<file path="config.mk">
export PLATFORM = sky130hd
export DESIGN_NAME = dpram_rd_stream_flat
export DESIGN_NICKNAME = d
export VERILOG_FILES = /design/src/rtl/dpram_rd_stream_pkg.sv /design/src/rtl/dpram_rd_stream_if.sv /design/src/rtl/dpram_rd_stream_fifo.sv /design/src/rtl/dpram_rd_stream.sv /design/src/flat_wrapper.sv
export SDC_FILE = /design/constraint.sdc
export NUM_CORES = 1
export LEC_CHECK = 0
export CORE_UTILIZATION = 25
export DETAILED_ROUTE_END_ITERATION = 7
export HOLD_SLACK_MARGIN = 0.08
export SETUP_SLACK_MARGIN = 0.1
export SYNTH_ARGS = -nofsm -noshare
export SYNTH_HDL_FRONTEND = slang
export SYNTH_SLANG_ARGS = --single-unit
</file>
<file path="constraint.sdc">
create_clock -name clk -period 7.5 [get_ports clk]
set_input_delay 0.75 -clock clk [delete_from_list [all_inputs] [get_ports clk]]
set_output_delay 0.75 -clock clk [all_outputs]
set_load 0.05 [all_outputs]
</file>
<file path="src/rtl/dpram_rd_stream_pkg.sv">
// dpram_rd_stream_pkg
// Shared types and constants for the DMA staging-RAM read stream engine:
//   - state_e     : engine FSM states (IDLE, RUN, DRAIN)
//   - ADDR_W_DEF  : default RAM address width (32-word RAM)
//   - DATA_W_DEF  : default word width
//   - FIFO_DEPTH  : output FIFO entries (also the read credit limit)
//   - CNT_W       : width of the FIFO occupancy count
package dpram_rd_stream_pkg;

  localparam int ADDR_W_DEF = 5;
  localparam int DATA_W_DEF = 32;
  localparam int FIFO_DEPTH = 2;
  localparam int CNT_W      = $clog2(FIFO_DEPTH + 1);

  typedef enum logic [1:0] {
    IDLE  = 2'd0,
    RUN   = 2'd1,
    DRAIN = 2'd2
  } state_e;

endpackage

</file>
<file path="src/rtl/dpram_rd_stream_if.sv">
// dpram_rd_stream_if
// Valid/ready word stream toward the systolic-array feeder.
//   m_valid : word valid            (master -> slave)
//   m_ready : downstream accept     (slave  -> master)
//   m_data  : stream word           (master -> slave)
//   m_last  : final word of command (master -> slave)
interface dpram_rd_stream_if #(
  parameter int DATA_W = 32
);

  logic              m_valid;
  logic              m_ready;
  logic [DATA_W-1:0] m_data;
  logic              m_last;

  modport master (output m_valid, output m_data, output m_last, input m_ready);
  modport slave  (input m_valid, input m_data, input m_last, output m_ready);

endinterface

</file>
<file path="src/rtl/dpram_rd_stream_fifo.sv">
// stream_fifo2
// Two-entry FIFO of {last, data}. The head entry is a register that drives
// the outputs directly, so out_data/out_last are stable while out_valid is
// high and no pop occurs. The caller guarantees no push into a full FIFO.
//   clk, rst   : clock, synchronous active-high reset
//   push       : write push_last/push_data this cycle
//   pop        : consume the head entry (ignored when empty)
//   count      : current occupancy 0..2
//   out_valid  : head entry present
//   out_last   : head entry last flag
//   out_data   : head entry word
module stream_fifo2
  import dpram_rd_stream_pkg::*;
#(
  parameter int DATA_W = DATA_W_DEF
) (
  input  logic              clk,
  input  logic              rst,
  input  logic              push,
  input  logic              push_last,
  input  logic [DATA_W-1:0] push_data,
  input  logic              pop,
  output logic [CNT_W-1:0]  count,
  output logic              out_valid,
  output logic              out_last,
  output logic [DATA_W-1:0] out_data
);

  localparam logic [CNT_W-1:0] CNT_0 = CNT_W'(0);
  localparam logic [CNT_W-1:0] CNT_1 = CNT_W'(1);
  localparam logic [CNT_W-1:0] CNT_2 = CNT_W'(2);

  logic [CNT_W-1:0]  cnt_q;
  logic              head_last_q;
  logic [DATA_W-1:0] head_data_q;
  logic              tail_last_q;
  logic [DATA_W-1:0] tail_data_q;
  logic              pop_eff;
  logic              tail_wr;

  assign pop_eff = pop && (cnt_q != CNT_0);

  // Tail is written when a push lands behind a head that stays occupied.
  assign tail_wr = push && (((cnt_q == CNT_1) && !pop_eff) || ((cnt_q == CNT_2) && pop_eff));

  always_ff @(posedge clk) begin
    if (rst) begin
      cnt_q       <= CNT_0;
      head_last_q <= 1'b0;
      head_data_q <= '0;
    end else begin
      case (cnt_q)
        CNT_0: begin
          if (push) begin
            head_last_q <= push_last;
            head_data_q <= push_data;
            cnt_q       <= CNT_1;
          end
        end
        CNT_1: begin
          if (push && pop_eff) begin
            head_last_q <= push_last;
            head_data_q <= push_data;
          end else if (push) begin
            cnt_q <= CNT_2;
          end else if (pop_eff) begin
            cnt_q <= CNT_0;
          end
        end
        CNT_2: begin
          if (pop_eff) begin
            head_last_q <= tail_last_q;
            head_data_q <= tail_data_q;
            if (!push) cnt_q <= CNT_1;
          end
        end
        default: cnt_q <= CNT_0;
      endcase
    end
  end

  always_ff @(posedge clk) begin
    if (tail_wr) begin
      tail_last_q <= push_last;
      tail_data_q <= push_data;
    end
  end

  assign count     = cnt_q;
  assign out_valid = (cnt_q != CNT_0);
  assign out_last  = head_last_q;
  assign out_data  = head_data_q;

endmodule

</file>
<file path="src/rtl/dpram_rd_stream.sv">
// dpram_rd_stream
// Read-side stream engine for the DMA staging RAM. A start command reads a
// run of len words from base_addr (advancing by stride, or by 1) through the
// RAM's registered read port and streams them out in order with m_last on
// the final word. Reads are issued only when a FIFO slot is guaranteed, so
// FIFO plus in-flight read never exceed two words under backpressure.
// Optional feature macro: DPRAM_RD_STREAM_STRIDE_EN (adds the stride port).
//   clk, rst   : clock, synchronous active-high reset
//   start      : command strobe, sampled only in IDLE
//   base_addr  : first read address
//   len        : word count 0..2^ADDR_W
//   stride     : address increment (only with DPRAM_RD_STREAM_STRIDE_EN)
//   busy       : command in progress
//   done       : one-cycle completion pulse
//   mem_ren    : RAM read enable
//   mem_raddr  : RAM read address
//   mem_rdata  : RAM read data, valid the cycle after mem_ren
//   m          : output stream (m_valid/m_ready/m_data/m_last)
module dpram_rd_stream
  import dpram_rd_stream_pkg::*;
#(
  parameter int ADDR_W = ADDR_W_DEF,
  parameter int DATA_W = DATA_W_DEF
) (
  input  logic              clk,
  input  logic              rst,
  input  logic              start,
  input  logic [ADDR_W-1:0] base_addr,
  input  logic [ADDR_W:0]   len,
`ifdef DPRAM_RD_STREAM_STRIDE_EN
  input  logic [ADDR_W-1:0] stride,
`endif
  output logic              busy,
  output logic              done,
  output logic              mem_ren,
  output logic [ADDR_W-1:0] mem_raddr,
  input  logic [DATA_W-1:0] mem_rdata,
  dpram_rd_stream_if.master m
);

  localparam logic [CNT_W:0]   FIFO_CAP = (CNT_W + 1)'(FIFO_DEPTH);
  localparam logic [CNT_W-1:0] CNT_0    = CNT_W'(0);
  localparam logic [CNT_W-1:0] CNT_1    = CNT_W'(1);

  state_e            state_q, state_d;
  logic              busy_q, done_q;
  logic [ADDR_W:0]   len_q, issued_q;
  logic [ADDR_W-1:0] raddr_q;
  logic [ADDR_W-1:0] step_q;
  logic              vld_p1, last_p1;
  logic              accept, zero_cmd, finish, issue, pop;
  logic [CNT_W-1:0]  fifo_count;
  logic [CNT_W:0]    occ;
  logic              fifo_valid, fifo_last;
  logic [DATA_W-1:0] fifo_data;

  assign pop = fifo_valid && m.m_ready;

  // Words already committed to the FIFO after this cycle's pop: buffered
  // entries plus the read whose data lands next edge.
  assign occ = {1'b0, fifo_count} + {{CNT_W{1'b0}}, vld_p1} - {{CNT_W{1'b0}}, pop};

  always_comb begin
    state_d  = state_q;
    issue    = 1'b0;
    accept   = 1'b0;
    zero_cmd = 1'b0;
    finish   = 1'b0;
    case (state_q)
      IDLE: begin
        if (start) begin
          if (len != '0) begin
            accept  = 1'b1;
            state_d = RUN;
          end else begin
            zero_cmd = 1'b1;
          end
        end
      end
      RUN: begin
        issue = (issued_q < len_q) && (occ < FIFO_CAP);
        if (issue && ((issued_q + 1'b1) == len_q)) state_d = DRAIN;
      end
      DRAIN: begin
        if (!vld_p1 && ((fifo_count == CNT_0) || ((fifo_count == CNT_1) && pop))) begin
          finish  = 1'b1;
          state_d = IDLE;
        end
      end
      default: state_d = IDLE;
    endcase
  end

  // Stage p0: issue read, advance address and issue count
  always_ff @(posedge clk) begin
    if (rst) begin
      state_q  <= IDLE;
      busy_q   <= 1'b0;
      done_q   <= 1'b0;
      issued_q <= '0;
      raddr_q  <= '0;
      vld_p1   <= 1'b0;
    end else begin
      state_q <= state_d;
      done_q  <= zero_cmd | finish;
      vld_p1  <= issue;
      if (accept)      busy_q <= 1'b1;
      else if (finish) busy_q <= 1'b0;
      if (accept) begin
        issued_q <= '0;
        raddr_q  <= base_addr;
      end else if (issue) begin
        issued_q <= issued_q + 1'b1;
        raddr_q  <= raddr_q + step_q;
      end
    end
  end

  always_ff @(posedge clk) begin
    if (accept) len_q <= len;
    if (issue)  last_p1 <= ((issued_q + 1'b1) == len_q);
  end

`ifdef DPRAM_RD_STREAM_STRIDE_EN
  always_ff @(posedge clk) begin
    if (accept) step_q <= stride;
  end
`else
  assign step_q = ADDR_W'(1);
`endif

  // Stage p1: RAM data returns, tagged with its last flag, into the FIFO
  stream_fifo2 #(.DATA_W(DATA_W)) u_fifo (
    .clk       (clk),
    .rst       (rst),
    .push      (vld_p1),
    .push_last (last_p1),
    .push_data (mem_rdata),
    .pop       (pop),
    .count     (fifo_count),
    .out_valid (fifo_valid),
    .out_last  (fifo_last),
    .out_data  (fifo_data)
  );

  assign mem_ren   = issue;
  assign mem_raddr = raddr_q;
  assign busy      = busy_q;
  assign done      = done_q;
  assign m.m_valid = fifo_valid;
  assign m.m_last  = fifo_last;
  assign m.m_data  = fifo_data;

endmodule

</file>
<file path="src/flat_wrapper.sv">
// flat-port wrapper written by rule: the top's interface ports become plain ports
module dpram_rd_stream_flat import dpram_rd_stream_pkg::*;
#(
  parameter int ADDR_W = ADDR_W_DEF,
  parameter int DATA_W = DATA_W_DEF
)
  (clk, rst, start, base_addr, len, busy, done, mem_ren, mem_raddr, mem_rdata, m_m_valid, m_m_data, m_m_last, m_m_ready);
  dpram_rd_stream_if #(.DATA_W(DATA_W)) m_i ();
  input  logic clk;
  input  logic rst;
  input  logic start;
  input  logic [ADDR_W-1:0] base_addr;
  input  logic [ADDR_W:0] len;
  output logic busy;
  output logic done;
  output logic mem_ren;
  output logic [ADDR_W-1:0] mem_raddr;
  input  logic [DATA_W-1:0] mem_rdata;
  output wire logic [$bits(m_i.m_valid)-1:0] m_m_valid;
  output wire logic [$bits(m_i.m_data)-1:0] m_m_data;
  output wire logic [$bits(m_i.m_last)-1:0] m_m_last;
  input wire logic [$bits(m_i.m_ready)-1:0] m_m_ready;
  assign m_m_valid = m_i.m_valid;
  assign m_m_data = m_i.m_data;
  assign m_m_last = m_i.m_last;
  assign m_i.m_ready = m_m_ready;
  dpram_rd_stream #(.ADDR_W(ADDR_W), .DATA_W(DATA_W)) u_core (.clk(clk), .rst(rst), .start(start), .base_addr(base_addr), .len(len), .busy(busy), .done(done), .mem_ren(mem_ren), .mem_raddr(mem_raddr), .mem_rdata(mem_rdata), .m(m_i));
endmodule
</file>
==> run_results.csv <==
group,metric,value,unit
run_status,outcome,"finished, final reports clean",
routing,drc_errors,0,
sta,rsz0062_at_grt,"no",
worst_setup_path,cp.arrival,4.37,ns
synthesis,ys.flop_type,"dfxtp_1",
final_layout,drive_above_1_share,5.77,%
synthesis,synth_common_cells,"53 x nor2_1, 51 x dfxtp_1, 40 x edfxtp_1",
clock_tree,path_clk_slew,0.06,ns
placement,io_buffers,88,
floorplanning,initial_utilization,25.6,%
routing,wl_met3,290,microns
clock_tree,cts_max_level,3,
synthesis,seq_area_frac_synth,57.2,%
job,maxCapViolCount,0,
synthesis,async_flop_share,0,%
synthesis,synth_mux_area_share,8.76,%
synthesis,synth_edf_count,40,
synthesis,netlist_instances,347,
synthesis,synth_compound_area_share,12.1,%
routing,met2_wirelength,4.00,mm
synthesis,synthSimpleGateAreaFrac,12.4,%
synthesis,yosysUniqueCellTypes,47,
final_layout,final_util,34.4,%
synthesis,synth_fp_nets,404,
clock_tree,max-clock-path-buffers,2,
routing,wirelength_met1,4.30,mm
sta,slew_violations,0,
routing,wire_per_inst,14.2,microns
worst_setup_path,cp-startpoint,"m_m_ready",
clock_tree,root_buffer,"clkbuf_16",
synthesis,post-synth-top-count-cell,"nor2_1",
global_routing,grt_pass1_vias,2768,
power_and_ir_drop,clkPwrFrac,36.4,%
sta,slew_headroom,27.2,%
final_layout,diodes,0,
power_and_ir_drop,power_leakage,1.71,nW
power_and_ir_drop,intPower,0.859,mW
worst_setup_path,worstPathMaxFanout,15,
final_layout,area.growth.synth_to_final,34.5,%
worst_hold_path,min_path_type,"flip-flop to flip-flop",
worst_setup_path,cp.required,6.75,ns
clock_tree,cts_setup_buffers,0,
sta,skew,0.00379,ns
sta,period_minus_slack,5.12,ns
floorplanning,io_pins,89,
worst_setup_path,timing.rr.start,"u_core.u_fifo.count[1]",
sta,tns,0,ns
synthesis,yosysWarnings,0,
worst_setup_path,r2r_slack,3.94,ns
worst_setup_path,path_class,"input port to output port",
global_routing,grt_first_pass_wirelength,14.4,mm
sta,max_clock_freq,195,MHz
worst_setup_path,r2r_end,"u_core.mem_raddr[3]",
routing,ant_nets,0,
synthesis,synthAdderAreaFrac,3.41,%
sta,finalCritPeriodShare,68.3,%
routing,drtIter0Drc,213,
placement,place_ws,2.37,ns
floorplanning,die_area,16000,sq um
floorplanning,fp.dieW,127,microns
worst_setup_path,r2r_cells,10,
routing,wl,8.81,mm
synthesis,synth_area_per_cell,11.2,sq um
clock_tree,insertion_delay,0.34,ns
floorplanning,row_count,45,
global_routing,antenna_found_initial,0,
synthesis,synth_top_family_by_area,"simple AND/OR/NAND/NOR gates",
worst_setup_path,cp-end-kind,"output port",
placement,gp_congestion,0.812,
routing,via_count,2869,
routing,highest_layer,"met4",
synthesis,ys_seq_elements,91,
global_routing,gr-total-overflow,0,
synthesis,synth-xor-area-share,2.45,%
clock_tree,clock_sinks,91,
clock_tree,cts_tree,"yes",
power_and_ir_drop,p_seq_share,46.3,%
floorplanning,core,15200,sq um
floorplanning,die_h,127,microns
clock_tree,cts_buffers,9,
worst_hold_path,hold_start,"u_core.last_p1",
sta,hold_violations,0,
final_layout,layout.nets,485,
sta,tightest_slew,1.09,ns
clock_tree,cts_resized,0,
synthesis,synthTopCellsByArea,"edfxtp_1 31%, dfxtp_1 26%, mux2i_1 8.8%",
final_layout,n_fill_cell,1529,
power_and_ir_drop,vdd_ir_drop_max,111,uV
worst_hold_path,hold_path_end,"u_core.u_fifo.tail_last_q",
sta,timing.final.ws_setup,2.38,ns
power_and_ir_drop,combPwrFrac,17.4,%
worst_hold_path,holdPathStages,0,
synthesis,synth_area,3880,sq um
worst_setup_path,start_kind,"input port",
synthesis,synth_top_area_share,30.9,%
global_routing,grt_max_degree,67,
power_and_ir_drop,swShare,28.5,%
power_and_ir_drop,p_per_area,230,nW/um^2
clock_tree,ctsHoldBuffers,0,
placement,dpl.hpwl,5.92,mm
routing,vias_per_cell,4.62,
sta,finalSetupViolCount,0,
routing,dr.pass1.iters,4,
power_and_ir_drop,p_switching,0.343,mW
global_routing,grtUsageTotal,11.6,%
synthesis,synth_top_cell_by_area,"edfxtp_1",
==> worst max-delay path: stages <==
cell and delay (ns):
clkdlybuf4s50_1 0.49, and2_1 0.18, ha_1 0.25, nand2b_1 0.15, fa_1 0.41, xnor2_2 0.14, nand4b_1 0.15, or4_1 0.74
clkinv_1 0.26, clkdlybuf4s50_1 0.83
==> flip-flops by register name (all words and copies together) (netlist names) <==
name	flops
u_core.vld_p1	1
u_core.len_q	6
u_core.u_fifo.out_last	1
u_core.u_fifo.tail_data_q	32
u_core.mem_raddr	5
u_core.done	1
u_core.busy	1
u_core.u_fifo.count	2
u_core.last_p1	1
u_core.u_fifo.out_data	32
u_core.state_q	2
u_core.issued_q	6
u_core.u_fifo.tail_last_q	1
==> worst max-delay path by stage <==
stage	end	slack (ns)	cells past startpoint
3_3_place_gp	mem_ren	2.43	10
3_5_place_dp	mem_ren	2.37	10
6_report	mem_ren	2.38	10
5_1_grt	mem_ren	2.19	10
2_1_floorplan	mem_ren	3.71	11
4_1_cts	mem_ren	2.37	10
==> metrics by stage <==
stage	total power, mW	cell area, sq um	hold slack [ns]	std cells
after global placement	0.775	4940	0.475	605
after global routing	1.26	5230	0.497	621
after detailed placement	0.778	4940	0.471	605
after floorplan	0.696	3880	0.426	347
after CTS	1.23	5230	0.483	621
final	1.20	5230	0.469	621
==> per-layer routing <==
metal / up-vias / track usage, %
met5: - / 0
met4: 0 / 6.72
met3: 14 / 2.32
met2: 62 / 18.0
met1: 1357 / 15.2
li1: 1436 / -
==> final cells by class <==
type | instances | area, sq um | area share (%)
Inverter | 14 | 52.6 | 1.01
Clock buffer | 10 | 239 | 4.57
Clock inverter | 6 | 48.8 | 0.934
Sequential cell | 91 | 2220 | 42.5
Tap cell | 188 | 235 | 4.50
Multi-Input combinational cell | 222 | 1540 | 29.4
Timing Repair Buffer | 90 | 891 | 17.0
==> logic make-up (layout without fill, tap and decap cells) <==
family                     Yosys count  after routing
muxes                               34             34
DFF                                 91             91
adders and majority gates           10             10
buffers and inverters               34            120
and+or+nand+nor                    102            102
xor gates and xnor gates            10             10
AOI/OAI and AO/OA                   66             66
==> cell usage in the layout, fill, tap and decap left out, types with 3 or more instances in the layout <==
| cell type | instances |
|---|---|
| a211oi_1 | 34 |
| a21oi_1 | 10 |
| a311oi_1 | 3 |
| and2_1 | 3 |
| clkbuf_16 | 9 |
| clkdlybuf4s50_1 | 87 |
| dfxtp_1 | 51 |
| edfxtp_1 | 40 |
| ha_1 | 9 |
| inv_1 | 13 |
| mux2i_1 | 34 |
| nand2_1 | 10 |
| nand2b_1 | 7 |
| nand3_1 | 6 |
| nor2_1 | 52 |
| nor3_1 | 4 |
| o21ai_0 | 6 |
| or3_1 | 5 |
| xnor2_1 | 5 |
| xor2_1 | 4 |
==> power by group through the flow <==
stage / Sequential (mW) / Clock (mW) / Combinational [mW]
after floorplan: 0.626 / 0 / 0.0699
after global placement: 0.566 / 0 / 0.208
after detailed placement: 0.568 / 0 / 0.210
after CTS: 0.557 / 0.459 / 0.211
after global routing: 0.560 / 0.476 / 0.224
final: 0.556 / 0.437 / 0.209
No activity file was read; power rests on OpenSTA's default activity.
